**src/rtl/slt_seq_pkg.sv**
```systemverilog
// Shared types for the sequential set-on-compare unit.
package slt_seq_pkg;

  typedef enum logic [1:0] {
    OP_SLT  = 2'b00,
    OP_SLTU = 2'b01,
    OP_SEQ  = 2'b10,
    OP_SLE  = 2'b11
  } op_e;

  typedef enum logic [1:0] {
    ST_IDLE,
    ST_RUN,
    ST_DONE
  } state_e;

endpackage

```
**src/rtl/slt_chunk_sub.sv**
```systemverilog
// One CHUNK-bit slice of the subtractor: a + ~b + cin, with slice-zero flag.
module slt_chunk_sub #(
  parameter int unsigned CHUNK = 8
) (
  input  logic [CHUNK-1:0] a_i,
  input  logic [CHUNK-1:0] b_i,
  input  logic             cin_i,
  output logic [CHUNK-1:0] sum_o,
  output logic             cout_o,
  output logic             zero_o
);

  // Ripple add of the inverted subtrahend; the carry-out feeds the next slice.
  always_comb begin
    {cout_o, sum_o} = {1'b0, a_i} + {1'b0, ~b_i} + {{CHUNK{1'b0}}, cin_i};
    zero_o          = (sum_o == '0);
  end

endmodule

```
**src/rtl/slt_seq_cmp.sv**
```systemverilog
// Multi-cycle set-on-compare engine: A - B one CHUNK slice per cycle, LSB first.
// Optional feature: define SLT_SEQ_CLEAR_EN to add a synchronous clr input.
module slt_seq_cmp
  import slt_seq_pkg::*;
#(
  parameter int unsigned WIDTH = 32,
  parameter int unsigned CHUNK = 8
) (
  input  logic             clk,
  input  logic             rst_n,
`ifdef SLT_SEQ_CLEAR_EN
  input  logic             clr,
`endif
  input  logic             in_valid,
  output logic             in_ready,
  input  logic [WIDTH-1:0] a,
  input  logic [WIDTH-1:0] b,
  input  logic [1:0]       op,
  output logic             out_valid,
  input  logic             out_ready,
  output logic [WIDTH-1:0] result,
  output logic             overflow,
  output logic             busy
);

  localparam int unsigned NSL = WIDTH / CHUNK;
  localparam int unsigned CW  = (NSL > 1) ? $clog2(NSL) : 1;
  localparam logic [CW-1:0] LAST = CW'(NSL - 1);

  state_e           state_q, state_d;
  logic [WIDTH-1:0] a_q, a_d, b_q, b_d;
  op_e              op_q, op_d;
  logic             carry_q, carry_d;
  logic             zero_q, zero_d;
  logic [CW-1:0]    cnt_q, cnt_d;
  logic             res_q, res_d;
  logic             ovf_q, ovf_d;

  logic [CHUNK-1:0] s;
  logic             c, szero, last;
  logic             a_msb, b_msb, s_msb, ovf_w, slt_w, sltu_w, eq_w;
  logic             clr_w;

`ifdef SLT_SEQ_CLEAR_EN
  assign clr_w = clr;
`else
  assign clr_w = 1'b0;
`endif

  slt_chunk_sub #(
    .CHUNK(CHUNK)
  ) u_slice (
    .a_i   (a_q[CHUNK-1:0]),
    .b_i   (b_q[CHUNK-1:0]),
    .cin_i (carry_q),
    .sum_o (s),
    .cout_o(c),
    .zero_o(szero)
  );

  // Final-slice flag derivation; the live low chunk of the shifted operands
  // holds the original MSBs on the last slice.
  always_comb begin
    last   = (cnt_q == LAST);
    a_msb  = a_q[CHUNK-1];
    b_msb  = b_q[CHUNK-1];
    s_msb  = s[CHUNK-1];
    ovf_w  = (a_msb ^ b_msb) & (a_msb ^ s_msb);
    slt_w  = s_msb ^ ovf_w;
    sltu_w = ~c;
    eq_w   = zero_q & szero;
  end

  // State register.
  always_ff @(posedge clk or negedge rst_n) begin
    if (!rst_n) state_q <= ST_IDLE;
    else        state_q <= state_d;
  end

  // Next-state logic; clear overrides every handshake.
  always_comb begin
    state_d = state_q;
    unique case (state_q)
      ST_IDLE: if (in_valid)  state_d = ST_RUN;
      ST_RUN:  if (last)      state_d = ST_DONE;
      ST_DONE: if (out_ready) state_d = ST_IDLE;
      default:                state_d = ST_IDLE;
    endcase
    if (clr_w) state_d = ST_IDLE;
  end

  // Datapath next values: capture, shift-and-accumulate, final flag latch.
  always_comb begin
    a_d     = a_q;
    b_d     = b_q;
    op_d    = op_q;
    carry_d = carry_q;
    zero_d  = zero_q;
    cnt_d   = cnt_q;
    res_d   = res_q;
    ovf_d   = ovf_q;
    unique case (state_q)
      ST_IDLE: begin
        if (in_valid) begin
          a_d     = a;
          b_d     = b;
          op_d    = op_e'(op);
          carry_d = 1'b1;
          zero_d  = 1'b1;
          cnt_d   = '0;
        end
      end
      ST_RUN: begin
        a_d     = a_q >> CHUNK;
        b_d     = b_q >> CHUNK;
        carry_d = c;
        zero_d  = zero_q & szero;
        if (last) begin
          ovf_d = ovf_w;
          unique case (op_q)
            OP_SLT:  res_d = slt_w;
            OP_SLTU: res_d = sltu_w;
            OP_SEQ:  res_d = eq_w;
            OP_SLE:  res_d = slt_w | eq_w;
            default: res_d = 1'b0;
          endcase
        end else begin
          cnt_d = cnt_q + CW'(1);
        end
      end
      default: ;
    endcase
    if (clr_w) begin
      res_d = 1'b0;
      ovf_d = 1'b0;
    end
  end

  // Datapath registers.
  always_ff @(posedge clk or negedge rst_n) begin
    if (!rst_n) begin
      a_q     <= '0;
      b_q     <= '0;
      op_q    <= OP_SLT;
      carry_q <= 1'b0;
      zero_q  <= 1'b0;
      cnt_q   <= '0;
      res_q   <= 1'b0;
      ovf_q   <= 1'b0;
    end else begin
      a_q     <= a_d;
      b_q     <= b_d;
      op_q    <= op_d;
      carry_q <= carry_d;
      zero_q  <= zero_d;
      cnt_q   <= cnt_d;
      res_q   <= res_d;
      ovf_q   <= ovf_d;
    end
  end

  // Handshake and result outputs, all from registered state.
  always_comb begin
    in_ready  = (state_q == ST_IDLE);
    out_valid = (state_q == ST_DONE);
    busy      = (state_q == ST_RUN) || (state_q == ST_DONE);
    result    = '0;
    result[0] = res_q;
    overflow  = ovf_q;
  end

endmodule
```
**config.mk**
```make
export PLATFORM = sky130hd
export DESIGN_NAME = slt_seq_cmp
export DESIGN_NICKNAME = d
export VERILOG_FILES = /design/src/rtl/slt_seq_pkg.sv /design/src/rtl/slt_chunk_sub.sv /design/src/rtl/slt_seq_cmp.sv
export SDC_FILE = /design/constraint.sdc
export NUM_CORES = 1
export LEC_CHECK = 0
export CAP_MARGIN = 20
export CORE_MARGIN = 5
export CORE_UTILIZATION = 52
export DETAILED_ROUTE_END_ITERATION = 6
export HOLD_SLACK_MARGIN = 0.12
export PLACE_DENSITY_LB_ADDON = 0.08
export SYNTH_ARGS = -nofsm -noshare
export SYNTH_HDL_FRONTEND = slang
export SYNTH_SLANG_ARGS = --single-unit
```
**constraint.sdc**
```tcl
create_clock -name clk -period 5.8 [get_ports clk]
set_input_delay 1.16 -clock clk [delete_from_list [all_inputs] [get_ports clk]]
set_output_delay 1.16 -clock clk [all_outputs]
set_load 0.01 [all_outputs]
```
## Word-level counts from Yosys, hierarchy flattened

Index checks and enable logic that the tools add are counted.

- Register bits: 74
- Latch bits: 0
- RAM bits: 0
- ROM bits: 0
- Input bits: 70
- Output and inout port bits: 36
- Word-level logic and storage cells: 55
- Memories kept: 0

- Add/subtract/negate cells: 3
- Multiply operators: 0
- Divide/modulo/power cells: 0
- Magnitude comparators: 0
- Equality and inequality tests: 10
- Shift-type cells: 0
- Muxes and demuxes: 15
- Bitwise operators: 8
- Reductions and logical operators: 10

Operators with widths:

| kind | count |
|---|---|
| 32-bit case mux with 2 select lines | 2 |
| 32-bit two-way mux | 2 |
| 2-bit two-way mux | 5 |
| 8-bit by 8-bit adder with 9-bit output | 1 |
| 9-bit by 1-bit adder with 9-bit output | 1 |
| 2-bit equality test, second input constant | 4 |
| 8-bit zero test | 1 |
| 8-bit inverter | 1 |
| 2-bit inequality test, second input constant | 3 |
| 2-bit case mux with 3 select lines | 1 |
| 2-bit AND reduction | 3 |
| 3-bit AND reduction | 2 |
| 2-bit by 1-bit equality test with 1-bit output, second input constant | 2 |
| 2-bit zero test | 2 |
| 1-bit case mux with 2 select lines | 2 |
| 1-bit case mux with 4 select lines | 1 |
| 2-bit case mux with 2 select lines | 1 |
| 1-bit XOR | 3 |
| 2-bit by 1-bit adder with 2-bit output, second input constant | 1 |
| 1-bit AND | 2 |
| 2-bit by 1-bit inequality test with 1-bit output, second input constant | 1 |
| 2-bit nonzero test | 1 |
| 1-bit logical OR | 1 |
| 1-bit two-way mux | 1 |
| 2 further kinds | 2 |

## Depth between registers and ports, before layout

Gate-level depths: netlist of the first run.

- Depth in word-level cells: 8
- Depth in mapped cells: 13
- Mapped depth without buffers: 13

## Cells and area by module

Synthesis of the first run repeated with hierarchy kept, for this count alone.

- Cells, all modules: 385
- Area total of the unflattened synthesis: 3985.1 µm²

Modules (own cells, without submodules):

| module | times used | cells an instance | area an instance (µm²) | seq. area each (µm²) |
|---|---|---|---|---|
| slt_seq_cmp | 1 | 337 | 3601.0 | 1851.8 |
| slt_chunk_sub | 1 | 48 | 384.1 | 0.0 |

## Least setup slack after synthesis of the first run

OpenSTA, ideal clock, no wires.

- Path kind: register to register
- From: register a_q[0]
- To: register zero_q
- Setup time: 0.078 ns
- Arrival time: 2.807 ns
- Required time: 5.722 ns
- Setup slack: 2.915 ns
- Stages on the path, launching flop included: 14
- Buffers on the path: 0
- Period minus slack after synthesis: 2.885 ns
- Cells stage by stage: dfrtp_1 inv_1 fa_1 nor2b_1 o21a_1 nor2_1 o21ai_0 a21o_1 fa_1 nor4_2 and2_1 a32oi_1 o311a_1 a21oi_1

- Word-level cells in the longest chain between the ends: 5

RTL lines:

| item | RTL line | RTL |
|---|---|---|
| start: declaration | slt_seq_cmp.sv:31 | `logic [WIDTH-1:0] a_q, a_d, b_q, b_d;` |
| start signal: assignment | slt_seq_cmp.sv:142 | `a_q <= '0;` |
| start signal: assignment | slt_seq_cmp.sv:151 | `a_q <= a_d;` |
| 8-bit by 8-bit adder with 9-bit output | slt_chunk_sub.sv:15 | `{cout_o, sum_o} = {1'b0, a_i} + {1'b0, ~b_i} + {{CHUNK{1'b0}}, cin_i};` |
| 9-bit by 1-bit adder with 9-bit output | slt_chunk_sub.sv:15 |  |
| 8-bit zero test | slt_chunk_sub.sv:16 | `zero_o = (sum_o == '0);` |
| 1-bit AND | slt_seq_cmp.sv:117 | `zero_d = zero_q & szero;` |
| 1-bit case mux with 2 select lines | slt_seq_cmp.sv:102 | `unique case (state_q)` |
| end signal: assignment | slt_seq_cmp.sv:155 | `zero_q <= zero_d;` |
| end: declaration | slt_seq_cmp.sv:34 | `logic zero_q, zero_d;` |

Every way passes these cells.
A chain may end at the register's enable or synchronous reset.

## Worst setup path after layout of the first run

Ends and elaborated chain as after synthesis.

==> results of run 1 <==
==> worst min path at each step <==
stage                     slack, ps        to      from  cells past startpoint
after global placement          460   a_q[18]   a_q[18]                      2
after detailed placement        470   a_q[22]   a_q[22]                      2
final                           480  overflow  overflow                      2
after global routing            500   a_q[13]   a_q[13]                      2
after floorplan                 450   a_q[10]   a_q[10]                      2
after CTS                       490   a_q[22]   a_q[22]                      2
==> power groups by stage <==
stage               clock network [uW]  registers [uW]  logic (uW)
floorplan                            0             887        1050
global placement                     0             924        1280
detailed placement                   0             936        1330
CTS                                372             926        1330
global route                       390             960        1470
finish                             359             923        1310
==> cell type report <==
type | instances | area [sq um] | share of cell area (%)
Sequential cell | 74 | 1852 | 38.69
Multi-Input combinational cell | 271 | 1814 | 37.91
Timing Repair Buffer | 76 | 757.0 | 15.82
Clock buffer | 13 | 158.9 | 3.320
Tap cell | 99 | 123.9 | 2.588
Inverter | 18 | 67.56 | 1.412
Clock inverter | 2 | 12.51 | 0.2614
==> placed cells by master, fill, tap and decap left out, types with 3 or more instances in the layout <==
master,netlist,final
nand2_1,59,59
a21oi_1,5,5
mux2_2,3,3
o21ai_0,52,52
a22o_1,18,18
nor3_1,3,3
ha_1,11,10
nor2_1,5,5
dfrtp_1,74,74
conb_1,1,31
clkbuf_8,0,11
fa_1,3,3
inv_1,18,18
mux2i_1,50,50
clkdlybuf4s50_1,0,73
==> logic make-up after synthesis <==
kind of cell	Yosys count	synth area share, %
compound gates	92	14.88
xor+xnor	4	0.8925
fa+ha+maj	14	5.035
buf+inv	70	10.10
other cells	1	0.09551
simple gates	77	8.222
mux	53	13.61
flops	74	47.16
==> layer usage <==
metal	vias up	part of all wire [%]	track usage [%]
met5	-	0	0
met4	0	1.8	7.451
met3	11	4.3	3.309
met2	67	48	26.91
met1	1324	46	22.19
li1	1390	-	-
==> worst max-delay path, delay by kind of cell (launching register included) <==
kind	cells	cell delay [ps]
AO/OA/AOI/OAI	6	1010
adder cells (fa/ha/maj)	2	910
AND/OR/NAND/NOR	4	690
flip-flops	1	360
buffers and inverters	1	60
==> state kept, by name, summed over array words and instances, names as in the netlist <==
signal,count
state_q,2
b_q,32
cnt_q,2
op_q,2
overflow,1
zero_q,1
res_q,1
carry_q,1
a_q,32
==> through the flow <==
step / worst slack, ps / utilization [%] / instance area [sq um] / hold slack (ps) / power [uW]
after floorplan: 2915 / - / 4039 / 449.6 / 1942
after global placement: 2624 / 63.13 / 4603 / 460.8 / 2207
after detailed placement: 2573 / 63.28 / 4614 / 470.0 / 2262
after CTS: 2696 / 65.63 / 4786 / 488.0 / 2625
after global routing: 2432 / 65.63 / 4786 / 502.6 / 2824
final: 2705 / 65.63 / 4786 / 479.8 / 2590
==> synthesized netlist by cell type (3+ instances only) <==
cell type,instances,area share [%]
a21oi_1,5,0.64
a22o_1,18,4.0
buf_2,11,1.4
buf_4,32,6.1
clkbuf_1,9,0.86
dfrtp_1,74,47
fa_1,3,1.5
ha_1,11,3.5
inv_1,18,1.7
mux2_2,3,0.86
mux2i_1,50,13
nand2_1,59,5.6
nor2_1,5,0.48
nor3_1,3,0.38
o21ai_0,52,6.6
==> results.sh, run 1 <==
export IMPL_cp_max_fo=3
export IMPL_cts_tree="built"
export IMPL_crit_top_cell="fa_1"
export IMPL_ys_types=39
export IMPL_slew_violations=0
export IMPL_gp_congestion=0.7755
export IMPL_tightest_slew_ps=988.3
export IMPL_cts_clk_slew_worst_paths_ps=70
export IMPL_rsz0062_at_grt="no"
export IMPL_synth_edf_count=0
export IMPL_via_per_inst=5.049
export IMPL_power_density_mw_per_mm2=541.1
export IMPL_p_comb_share_pct=50.5
export IMPL_rrSetupSlack_ps=2710
export IMPL_r2r_cells=13
export IMPL_firstDrtPassIters=4
export IMPL_r2r_end="zero_q"
export IMPL_critPathLaunchType="register"
export IMPL_die_height_microns=96.90
export IMPL_critPathKind="reg -> reg"
export IMPL_dp_hpwl_mm=5.551
export IMPL_fill_cells=627
export IMPL_ys_seq_area_share_pct=47.16
export IMPL_critPathMaxStageDelay_ps=460
export IMPL_numPortBuffers=74
export IMPL_syn2layout_area_growth_pct=21.89
export IMPL_seq_power_share_pct=35.6
export IMPL_min_period_ps=3095
export IMPL_leakage_uw=0.002165
export IMPL_drc=0
export IMPL_switchingPower_uw=1049
export IMPL_hold_buffers=0
export IMPL_vdd_drop_max_mv=0.2448
export IMPL_slowest_stage="fa_1"
export IMPL_dp_cells=538
export IMPL_diodes=0
export IMPL_start_util_pct=53.84
export IMPL_status="finished, final reports clean"
export IMPL_synthArstFlopShare_pct=100.0
export IMPL_drt_wl_total_mm=7.721
export IMPL_grt_max_degree=117
export IMPL_layout_nets=534
export IMPL_crit_arrival_ps=3360
export IMPL_routed_via_count=2792
export IMPL_intPower_uw=1541
export IMPL_cp_endpoint="zero_q"
export IMPL_drive_gt1_share_pct=5.507
export IMPL_period_share_pct=53.36
export IMPL_grt_overflow=0
export IMPL_synth_area_sq_mm=0.003926
export IMPL_num_rows=31
export IMPL_track_usage_pct=16.84
export IMPL_synth_main_ff_cell="dfrtp_1"
export IMPL_setup_violations=0
export IMPL_tns_ps=0
export IMPL_fin_skew_ps=6.698
export IMPL_final_instance_count_excl_fill=553
export IMPL_required_ps=6070
export IMPL_avgSynthCellArea_sq_um=10.20
export IMPL_maxCapViolCount=0
export IMPL_cts_setup_buffers=0
export IMPL_synth_seq_cells=74
export IMPL_end_kind="register"
export IMPL_finalHoldViolCount=0
export IMPL_ios=106
export IMPL_swShare_pct=40.51
export IMPL_timing_max_slew_rel_slack_pct=34.11
export IMPL_cts_buffers=9
export IMPL_crit_start="a_q[0]"
export IMPL_syn_inst=385
export IMPL_grt_first_pass_wirelength_mm=13.00
export IMPL_cts_buffer_depth=2
export IMPL_h_tree_depth=3
export IMPL_cts_resized=0
export IMPL_core_sq_mm=0.007292
export IMPL_pwr_share_clk_pct=13.9
export IMPL_grt_pass1_vias=2754
export IMPL_root_buffer="clkbuf_8"
export IMPL_clock_fmax_ghz=0.3231
export IMPL_crit_chain="inv_1 > fa_1 > nor2b_1 > o21a_1 > nor2_1 > o21ai_0 > a21o_1 > fa_1 > nor4_2 > and2_1 > a32oi_1 > o311a_1 > a21oi_1"
export IMPL_hold_path_class="reg -> reg"
export IMPL_dieArea_sq_mm=0.009389
export IMPL_worstReg2RegStart="a_q[0]"
export IMPL_die_w_microns=96.90
export IMPL_wl_per_cell_microns=13.96
export IMPL_cts_sinks=74
export IMPL_ant_nets=0
export IMPL_clkLatencyLatePin_ps=340
export IMPL_yosys_warnings=0
export IMPL_grt_antenna_before_repair=0
export IMPL_drt_iter0_drc=79
No activity file was read; power rests on OpenSTA's default activity.
==> run 2: changes to the inputs <==
--- a/config.mk
+++ b/config.mk
@@ -7,7 +7,7 @@
 export LEC_CHECK = 0
 export CAP_MARGIN = 20
 export CORE_MARGIN = 5
-export CORE_UTILIZATION = 52
+export CORE_UTILIZATION = 49
 export DETAILED_ROUTE_END_ITERATION = 6
 export HOLD_SLACK_MARGIN = 0.12
 export PLACE_DENSITY_LB_ADDON = 0.08
==> constraint.sdc (replaced) <==
create_clock -name clk -period 2.9 [get_ports clk]
set_input_delay 0.58 -clock clk [delete_from_list [all_inputs] [get_ports clk]]
set_output_delay 0.58 -clock clk [all_outputs]
set_load 0.01 [all_outputs]
==> results.sh, run 2 (synthesized netlist as in run 1, its figures left out) <==
export IMPL_gp_congestion=0.7825
export IMPL_drt_wl_total_mm=7.908
export IMPL_core_sq_mm=0.007767
export IMPL_cts_buffers=9
export IMPL_root_buffer="clkbuf_8"
export IMPL_h_tree_depth=3
export IMPL_status="finished, final reports clean"
export IMPL_track_usage_pct=16.71
export IMPL_via_per_inst=4.982
export IMPL_wl_per_cell_microns=13.85
export IMPL_rsz0062_at_grt="yes"
export IMPL_dp_cells=549
export IMPL_die_w_microns=99.52
export IMPL_drt_iter0_drc=88
export IMPL_final_instance_count_excl_fill=571
export IMPL_final_util_pct=64.76
export IMPL_cts_clk_slew_worst_paths_ps=80
export IMPL_ios=106
export IMPL_top_regs="a_q x32, b_q x32"
export IMPL_required_ps=3170
export IMPL_start_util_pct=50.55
export IMPL_layout_commonest_cell="dfrtp_1"
export IMPL_leakage_uw=0.002297
export IMPL_numPortBuffers=74
export IMPL_die_height_microns=99.52
export IMPL_cts_tree="built"
export IMPL_cp_max_fo=2
export IMPL_crit_start="carry_q"
export IMPL_fill_cells=646
export IMPL_drc=0
export IMPL_num_rows=32
export IMPL_finalHoldViolCount=0
export IMPL_layout_nets=548
export IMPL_clkLatencyLatePin_ps=340
export IMPL_timing_max_slew_rel_slack_pct=38.72
export IMPL_tightest_slew_ps=919.2
export IMPL_drive_gt1_share_pct=10.02
export IMPL_worstReg2RegStart="carry_q"
export IMPL_diodes=0
export IMPL_dp_hpwl_mm=5.632
export IMPL_cts_sinks=74
export IMPL_tns_ps=0
export IMPL_fin_skew_ps=8.223
export IMPL_grt_max_degree=75
export IMPL_critPathKind="reg -> reg"
export IMPL_setup_violations=0
export IMPL_power_density_mw_per_mm2=1170
export IMPL_end_kind="register"
export IMPL_placed_area_sq_mm=0.004700
export IMPL_critPathLaunchType="register"
export IMPL_syn2layout_area_growth_pct=28.11
export IMPL_grt_pass1_vias=2759
export IMPL_worst_hold_slack_ps=373.1
export IMPL_firstDrtPassIters=4
export IMPL_maxCapViolCount=0
export IMPL_slew_violations=0
export IMPL_period_share_pct=98.81
export IMPL_grt_first_pass_wirelength_mm=13.22
export IMPL_grt_overflow=0
export IMPL_vdd_drop_max_mv=0.5298
export IMPL_crit_arrival_ps=3130
export IMPL_hold_path_class="in -> async"
export IMPL_dieArea_sq_mm=0.009903
export IMPL_clock_fmax_ghz=0.3490
export IMPL_layout_common_cells="74 x dfrtp_1, 73 x clkdlybuf4s50_1, 59 x nand2_1, 51 x o21ai_0, 50 x mux2i_1"
export IMPL_cts_buffer_depth=2
export IMPL_grt_antenna_before_repair=0
export IMPL_final_area_sq_mm=0.005030
export IMPL_min_period_ps=2866
export IMPL_routed_via_count=2845
export IMPL_ant_nets=0
## run 2: path summary, 6_finish.rpt
check	endpoint	slack [ps]	cells past startpoint
setup / recovery	zero_q	30	13
hold / removal	a_q[25]	370	1
setup reg to reg	zero_q	30	13
hold reg to reg	a_q[23]	480	2
max in group asynchronous	b_q[8]	1940	1
min in group clk	a_q[23]	480	2
## run 2: worst max-delay path: stages, from the launching register on
cell and delay (ps):
dfrtp_1 340, inv_2 50, fa_2 410, nor2b_4 120, o21a_1 150, nor2_2 50
o21ai_1 120, a21o_1 140, fa_1 440, nor4_2 310, buf_4 150, a32oi_2 100
o311a_1 300, a21oi_1 110
## run 2: power breakdown
| group | internal (uW) | switching (uW) | total, uW |
|---|---|---|---|
| Clock | 664 | 392 | 1060 |
| Combinational | 1440 | 1570 | 3000 |
| Sequential | 1550 | 275 | 1820 |
## run 2: metal layers
layer,routed length [microns],vias up,global-route usage [%]
li1,-,1421,-
met1,3695,1327,23.73
met2,3512,85,24.69
met3,586,12,3.997
met4,113,0,6.618
met5,0,-,0
## run 2: final cells by class
type / instances / area (sq um) / area share, %
sequential: 74 / 1852 / 36.82
multi-input combinational: 271 / 1834 / 36.47
timing repair buffer: 90 / 883.3 / 17.56
clock inverter: 6 / 137.6 / 2.736
clock buffer: 10 / 127.6 / 2.537
tap: 102 / 127.6 / 2.537
inverter: 18 / 67.56 / 1.343
## run 2: timing repair
action,4_1_cts,5_1_grt
setup endpoints to repair,2,2
pin swaps,10,7
setup buffers,3,3
hold buffers,0,0
resized for setup,5,3
## run 2: per-stage QoR
stage	total power, uW	worst slack, ps
after floorplan	3883	15.37
after global placement	4643	0.4292
after detailed placement	4708	-88.26
after CTS	5883	-20.14
after global routing	6396	-162.6
final	5883	34.41
